===== src/rtl/gpr_hilo_file_if.sv =====
`default_nettype none
// ============================================================================
// Module   : gpr_hilo_file_if
// Purpose  : Write-back bus, GPR read ports and HI/LO read port of the
//            OpenMIPS register file.
// Revision : 1.0 - initial release
// ============================================================================
interface gpr_hilo_file_if;
    logic        wb_wreg;
    logic [4:0]  wb_waddr;
    logic [31:0] wb_wdata;
    logic        wb_whilo;
    logic [31:0] wb_hi;
    logic [31:0] wb_lo;
    logic        re1;
    logic [4:0]  raddr1;
    logic [31:0] rdata1;
    logic        re2;
    logic [4:0]  raddr2;
    logic [31:0] rdata2;
    logic [31:0] hi_o;
    logic [31:0] lo_o;

    // Pipeline side: drives write-back and read requests, consumes read data.
    modport master (
        output wb_wreg, wb_waddr, wb_wdata, wb_whilo, wb_hi, wb_lo,
        output re1, raddr1, re2, raddr2,
        input  rdata1, rdata2, hi_o, lo_o
    );

    modport slave (
        input  wb_wreg, wb_waddr, wb_wdata, wb_whilo, wb_hi, wb_lo,
        input  re1, raddr1, re2, raddr2,
        output rdata1, rdata2, hi_o, lo_o
    );
endinterface
`default_nettype wire


===== src/rtl/gpr_hilo_file.sv =====
`default_nettype none
// ============================================================================
// Module   : gpr_hilo_file
// Purpose  : 32x32 GPR file plus HI/LO pair with same-cycle write-to-read
//            bypass for the ID/EX stages.
// Revision : 1.0 - initial release
// ============================================================================
module gpr_hilo_file (
    input  wire logic       clk,
    input  wire logic       rst,
    gpr_hilo_file_if.slave  bus
);
    localparam logic [4:0] c_ZERO_ADDR = 5'd0;

    // r0 is not stored; index 0 never reaches the array on a read.
    logic [31:0] r_gpr [1:31];
    logic [31:0] r_hi;
    logic [31:0] r_lo;

    always_ff @(posedge clk) begin
        if (rst) begin
            for (int i = 1; i < 32; i++) begin
                r_gpr[i] <= '0;
            end
            r_hi <= '0;
            r_lo <= '0;
        end else begin
            if (bus.wb_wreg && (bus.wb_waddr != c_ZERO_ADDR)) begin
                r_gpr[bus.wb_waddr] <= bus.wb_wdata;
            end
            if (bus.wb_whilo) begin
                r_hi <= bus.wb_hi;
                r_lo <= bus.wb_lo;
            end
        end
    end

    function automatic logic [31:0] f_read (
        input logic        rst_v,
        input logic        re,
        input logic [4:0]  addr,
        input logic        wreg,
        input logic [4:0]  waddr,
        input logic [31:0] wdata,
        input logic [31:0] stored
    );
        logic [31:0] v;
        v = '0;
        if (rst_v || (addr == c_ZERO_ADDR) || !re) begin
            v = '0;
        end else if (wreg && (waddr == addr)) begin
            v = wdata;
        end else begin
            v = stored;
        end
        return v;
    endfunction

    logic [31:0] w_stored1;
    logic [31:0] w_stored2;

    always_comb begin
        w_stored1 = '0;
        w_stored2 = '0;
        if (bus.raddr1 != c_ZERO_ADDR) begin
            w_stored1 = r_gpr[bus.raddr1];
        end
        if (bus.raddr2 != c_ZERO_ADDR) begin
            w_stored2 = r_gpr[bus.raddr2];
        end
    end

    assign bus.rdata1 = f_read(rst, bus.re1, bus.raddr1, bus.wb_wreg,
                               bus.wb_waddr, bus.wb_wdata, w_stored1);
    assign bus.rdata2 = f_read(rst, bus.re2, bus.raddr2, bus.wb_wreg,
                               bus.wb_waddr, bus.wb_wdata, w_stored2);

    assign bus.hi_o = rst ? '0 : (bus.wb_whilo ? bus.wb_hi : r_hi);
    assign bus.lo_o = rst ? '0 : (bus.wb_whilo ? bus.wb_lo : r_lo);
endmodule
`default_nettype wire


===== src/flat_wrapper.sv =====
// flat-port wrapper written by rule: the top's interface ports become plain ports
module gpr_hilo_file_flat 
  (clk, rst, bus_wb_wreg, bus_wb_waddr, bus_wb_wdata, bus_wb_whilo, bus_wb_hi, bus_wb_lo, bus_re1, bus_raddr1, bus_re2, bus_raddr2, bus_rdata1, bus_rdata2, bus_hi_o, bus_lo_o);
  gpr_hilo_file_if bus_i ();
  input  wire logic clk;
  input  wire logic rst;
  input wire logic [$bits(bus_i.wb_wreg)-1:0] bus_wb_wreg;
  input wire logic [$bits(bus_i.wb_waddr)-1:0] bus_wb_waddr;
  input wire logic [$bits(bus_i.wb_wdata)-1:0] bus_wb_wdata;
  input wire logic [$bits(bus_i.wb_whilo)-1:0] bus_wb_whilo;
  input wire logic [$bits(bus_i.wb_hi)-1:0] bus_wb_hi;
  input wire logic [$bits(bus_i.wb_lo)-1:0] bus_wb_lo;
  input wire logic [$bits(bus_i.re1)-1:0] bus_re1;
  input wire logic [$bits(bus_i.raddr1)-1:0] bus_raddr1;
  input wire logic [$bits(bus_i.re2)-1:0] bus_re2;
  input wire logic [$bits(bus_i.raddr2)-1:0] bus_raddr2;
  output wire logic [$bits(bus_i.rdata1)-1:0] bus_rdata1;
  output wire logic [$bits(bus_i.rdata2)-1:0] bus_rdata2;
  output wire logic [$bits(bus_i.hi_o)-1:0] bus_hi_o;
  output wire logic [$bits(bus_i.lo_o)-1:0] bus_lo_o;
  assign bus_i.wb_wreg = bus_wb_wreg;
  assign bus_i.wb_waddr = bus_wb_waddr;
  assign bus_i.wb_wdata = bus_wb_wdata;
  assign bus_i.wb_whilo = bus_wb_whilo;
  assign bus_i.wb_hi = bus_wb_hi;
  assign bus_i.wb_lo = bus_wb_lo;
  assign bus_i.re1 = bus_re1;
  assign bus_i.raddr1 = bus_raddr1;
  assign bus_i.re2 = bus_re2;
  assign bus_i.raddr2 = bus_raddr2;
  assign bus_rdata1 = bus_i.rdata1;
  assign bus_rdata2 = bus_i.rdata2;
  assign bus_hi_o = bus_i.hi_o;
  assign bus_lo_o = bus_i.lo_o;
  gpr_hilo_file u_core (.clk(clk), .rst(rst), .bus(bus_i));
endmodule

===== config.mk =====
export PLATFORM = sky130hd
export DESIGN_NAME = gpr_hilo_file_flat
export DESIGN_NICKNAME = d
export VERILOG_FILES = /design/src/rtl/gpr_hilo_file_if.sv /design/src/rtl/gpr_hilo_file.sv /design/src/flat_wrapper.sv
export SDC_FILE = /design/constraint.sdc
export NUM_CORES = 2
export LEC_CHECK = 0
export BUFFER_PORTS_ARGS = -buffer_cell sky130_fd_sc_hd__buf_4
export CAP_MARGIN = 15
export CORE_UTILIZATION = 48
export DETAILED_ROUTE_END_ITERATION = 10
export GPL_TIMING_DRIVEN = 0
export SYNTH_ARGS = -nofsm -noshare
export SYNTH_HDL_FRONTEND = slang
export SYNTH_SLANG_ARGS = --single-unit

===== constraint.sdc =====
create_clock -name clk -period 4.7 [get_ports clk]
set_clock_uncertainty 0.05 [all_clocks]
set_input_delay 0.705 -clock clk [delete_from_list [all_inputs] [get_ports clk]]
set_output_delay 0.705 -clock clk [all_outputs]
set_load 0.005 [all_outputs]

==> run_results.csv <==
group,metric,value,unit
worst_setup_path,worst-setup-path-type,"primary input to output pin",
floorplan,initial_core_util,48.7,%
worst_setup_path,critical_path_required,3.94,ns
floorplan,core.rowCount,126,
timing,final_hold_vio_count,0,
global_routing,number_of_global_route_vias_before_repair,37461,
power,clock_power_share,40.6,%
worst_setup_path,worst-path-max-fanout,10,
drt,num_vias,37334,
worst_setup_path,critical_path.endpoint_type,"output pin",
yosys,synth_cells,3859,
clock_tree,cts_tree,"built",
drt,detailedRoute.firstPassIterationCount,6,
timing,rsz_0062_raised_after_global_routing,"no",
clock_tree,cts-htree-levels,4,
global_routing,grt_util_met2,51.8,%
worst_setup_path,slowest_delay,0.72,ns
yosys,synth-warning-count,0,
global_routing,grt.busiest_layer,"met2",
floorplan,placeableCoreArea,119000,um2
power,power.share.combinational,12.0,%
drt,drc_marker_count_from_the_first_detailed_route_iteration,4599,
global_routing,grt_util_met3,9.53,%
final_layout,most-common-layout-cells,"edfxtp_1, and2_1, mux4_2",
worst_hold_path,min-delay-path-class,"primary input to flop",
timing,tns,-0.0148,ns
timing,final_clock_period_utilization_by_the_worst_path,100,%
global_routing,grt_start_max_net_pins,33,
run_status,status,"finished, violations left",
yosys,syn-cell-area,57800,um2
clock_tree,ctsResizeCount,2,
timing,final_critical_period,4.71,ns
power,p_sw_share,24.9,%
yosys,synth.distinct_cells,46,
global_routing,grt_first_pass_wirelength,274,mm
yosys,synth-edff-count,1024,
run_status,violations,"setup timing",
floorplan,num_io_pins,245,
clock_tree,cts_buf_count,131,
timing,max_slew.worst_pin.slew,1.30,ns
final_layout,fillers,9747,
timing,drv_slew,0,
clock_tree,clkSlewWorstSetupHoldPaths,0.06,ns
clock_tree,clk_latency,0.73,ns
clock_tree,cts_post_setup_buffers_inserted,0,
global_routing,gr-usage-all-layers,32.5,%
timing,maxClockFrequency,212,MHz
clock_tree,post_cts_hold_buffer_count,0,
clock_tree,maximum_buffer_depth_of_the_clock_tree,3,
placement,io_buffer_count,231,
timing,timing.max_slew.rel_slack,13.0,%
worst_setup_path,timing.critical_path.slowest_stage_cell,"a211oi_1",
clock_tree,cts_root_buf,"clkbuf_16",
timing,postLayoutSetupSlackWorst,-0.0148,ns
floorplan,die_area,122000,um2
power,powerDensity,364,nW/um2
placement,dp_hpwl,142,mm
worst_setup_path,timing.critical_path.mode_cell,"buf_4",
power,power_leakage,0.0235,uW
drt,detail-route-antenna-nets,0,
final_layout,utilization,55.6,%
floorplan,die_x,349,um
yosys,synth-seq-area-share,55.4,%
drt,detail_route.wirelength,197,mm
final_layout,area_growth_syn_to_layout,14.0,%
worst_setup_path,worstPathCellList,"buf_2, buf_2, buf_4, buf_4, buf_1, nand2_1, o221a_2, a211oi_1, buf_4",
final_layout,nNetsFinal,4383,
final_layout,most_common_library_cell_in_the_layout_ignoring_fill_and_taps,"edfxtp_1",
timing,finalSetupViolCount,1,
global_routing,antenna_violations_before_repair,17,
global_routing,met1_usage,42.0,%
final_layout,post_route_cells_drive_above_1_share,26.4,%
timing,holdWs,0.134,ns
power,net-switching-power,5970,uW
worst_setup_path,critPathArrivalTime,3.96,ns
power,pwr-share-seq,47.4,%
yosys,synth-async-reset-ratio,0,%
placement,gp_congestion,0.932,
global_routing,grt-ovfl-total,0,
yosys,synth_area_per_cell,15.0,um2
drt,drt-vias-per-instance,6.26,
flow_run,drv.max_cap_violation_count,0,
drt,post-route-drc-count,0,
yosys,postSynthRegisterBits,1088,
power,power.internal,18000,uW
worst_setup_path,setup.worst_path.start_class,"primary input",
clock_tree,clock-sinks,1088,
power,vdd_drop_max,0.000361,V
drt,avgRoutedWirePerCell,33.1,um
yosys,synth_ff_type,"edfxtp_1",
floorplan,die_y,349,um
state kept, by name, summed over array words and instances (netlist names):
register and count:
u_core.r_gpr 1024, u_core.r_hi 32, u_core.r_lo 32
logic make-up (layout without fill, tap and decap cells):
logic type	Yosys count	in the layout	share of synthesized area (%)
AOI/OAI and AO/OA	232	232	3.10
xor gates and xnor gates	10	10	0.151
buffers and inverters	416	885	3.22
and+or+nand+nor	1345	1345	13.7
DFF	1088	1088	55.4
other	1	35	0.00648
muxes	767	767	24.5
Yosys cell counts (all sizes together), types with 2 or more instances:
cell	number	area [um2]
a211o	31	272
a211oi	125	938
a31oi	2	12.5
and2	993	6210
buf	133	801
clkbuf	280	1050
dfxtp	64	1280
edfxtp	1024	30700
inv	3	11.3
mux2	63	709
mux2i	193	1930
mux4	511	11500
nand2	101	379
nand3	38	190
nand3b	6	45.0
nor2	96	363
nor2b	66	413
nor3b	2	15.0
o211ai	64	480
o21ai	2	10.0
or2	33	206
or3	2	12.5
xnor2	6	52.6
xor2	4	35.0
final cells by class:
cell class | instances | area (um2) | share of cell area, %
Antenna cell | 3 | 7.51 | 0.0114
Inverter | 3 | 11.3 | 0.0171
Tap cell | 1600 | 2000 | 3.04
Timing Repair Buffer | 243 | 1950 | 2.95
Sequential cell | 1088 | 32000 | 48.6
Buffer | 413 | 1860 | 2.82
Clock inverter | 60 | 404 | 0.613
Multi-Input combinational cell | 2386 | 24100 | 36.5
Clock buffer | 166 | 3600 | 5.45
worst max-delay path, delay by kind of cell:
family,cells,cell delay [ns]
compound gates,2,0.88
buf+inv,6,2.26
simple gates,1,0.10
through the flow:
stage	power, uW	setup slack (ns)	instance area (um2)	cells
after floorplan	13200	1.59	57900	3890
after global placement	14300	-0.568	61700	5721
after detailed placement	14400	-0.219	61800	5728
after CTS	24000	0.0316	65800	5954
after global routing	24500	0.0156	65900	5961
final	24000	-0.0148	65900	5962
power by group through the flow:
stage | registers, uW | clock network (uW) | logic, uW
after floorplan | 11500 | 0 | 1750
after global placement | 11500 | 0 | 2810
after detailed placement | 11600 | 0 | 2830
after CTS | 11400 | 9770 | 2840
after global routing | 11400 | 10100 | 2990
final | 11400 | 9730 | 2890
final timing paths:
kind,cells past startpoint,start,end,slack (ns)
setup / recovery,9,bus_raddr1[2],bus_rdata1[30],-0.01
hold / removal,1,bus_wb_wdata[0],u_core.r_gpr[0][0]$_DFFE_PP_,0.13
setup reg to reg,2,u_core.r_hi[27]$_DFF_P_,u_core.r_hi[27]$_DFF_P_,3.99
hold reg to reg,2,u_core.r_lo[18]$_DFF_P_,u_core.r_lo[18]$_DFF_P_,0.46
layer usage:
metal / share of wire (%) / up-vias
met3: 11 / 428
met2: 47 / 2184
met5: 0.047 / -
li1: - / 15491
met4: 3.7 / 14
met1: 38 / 19217
Note: power is estimated with default switching activity, not from simulation.
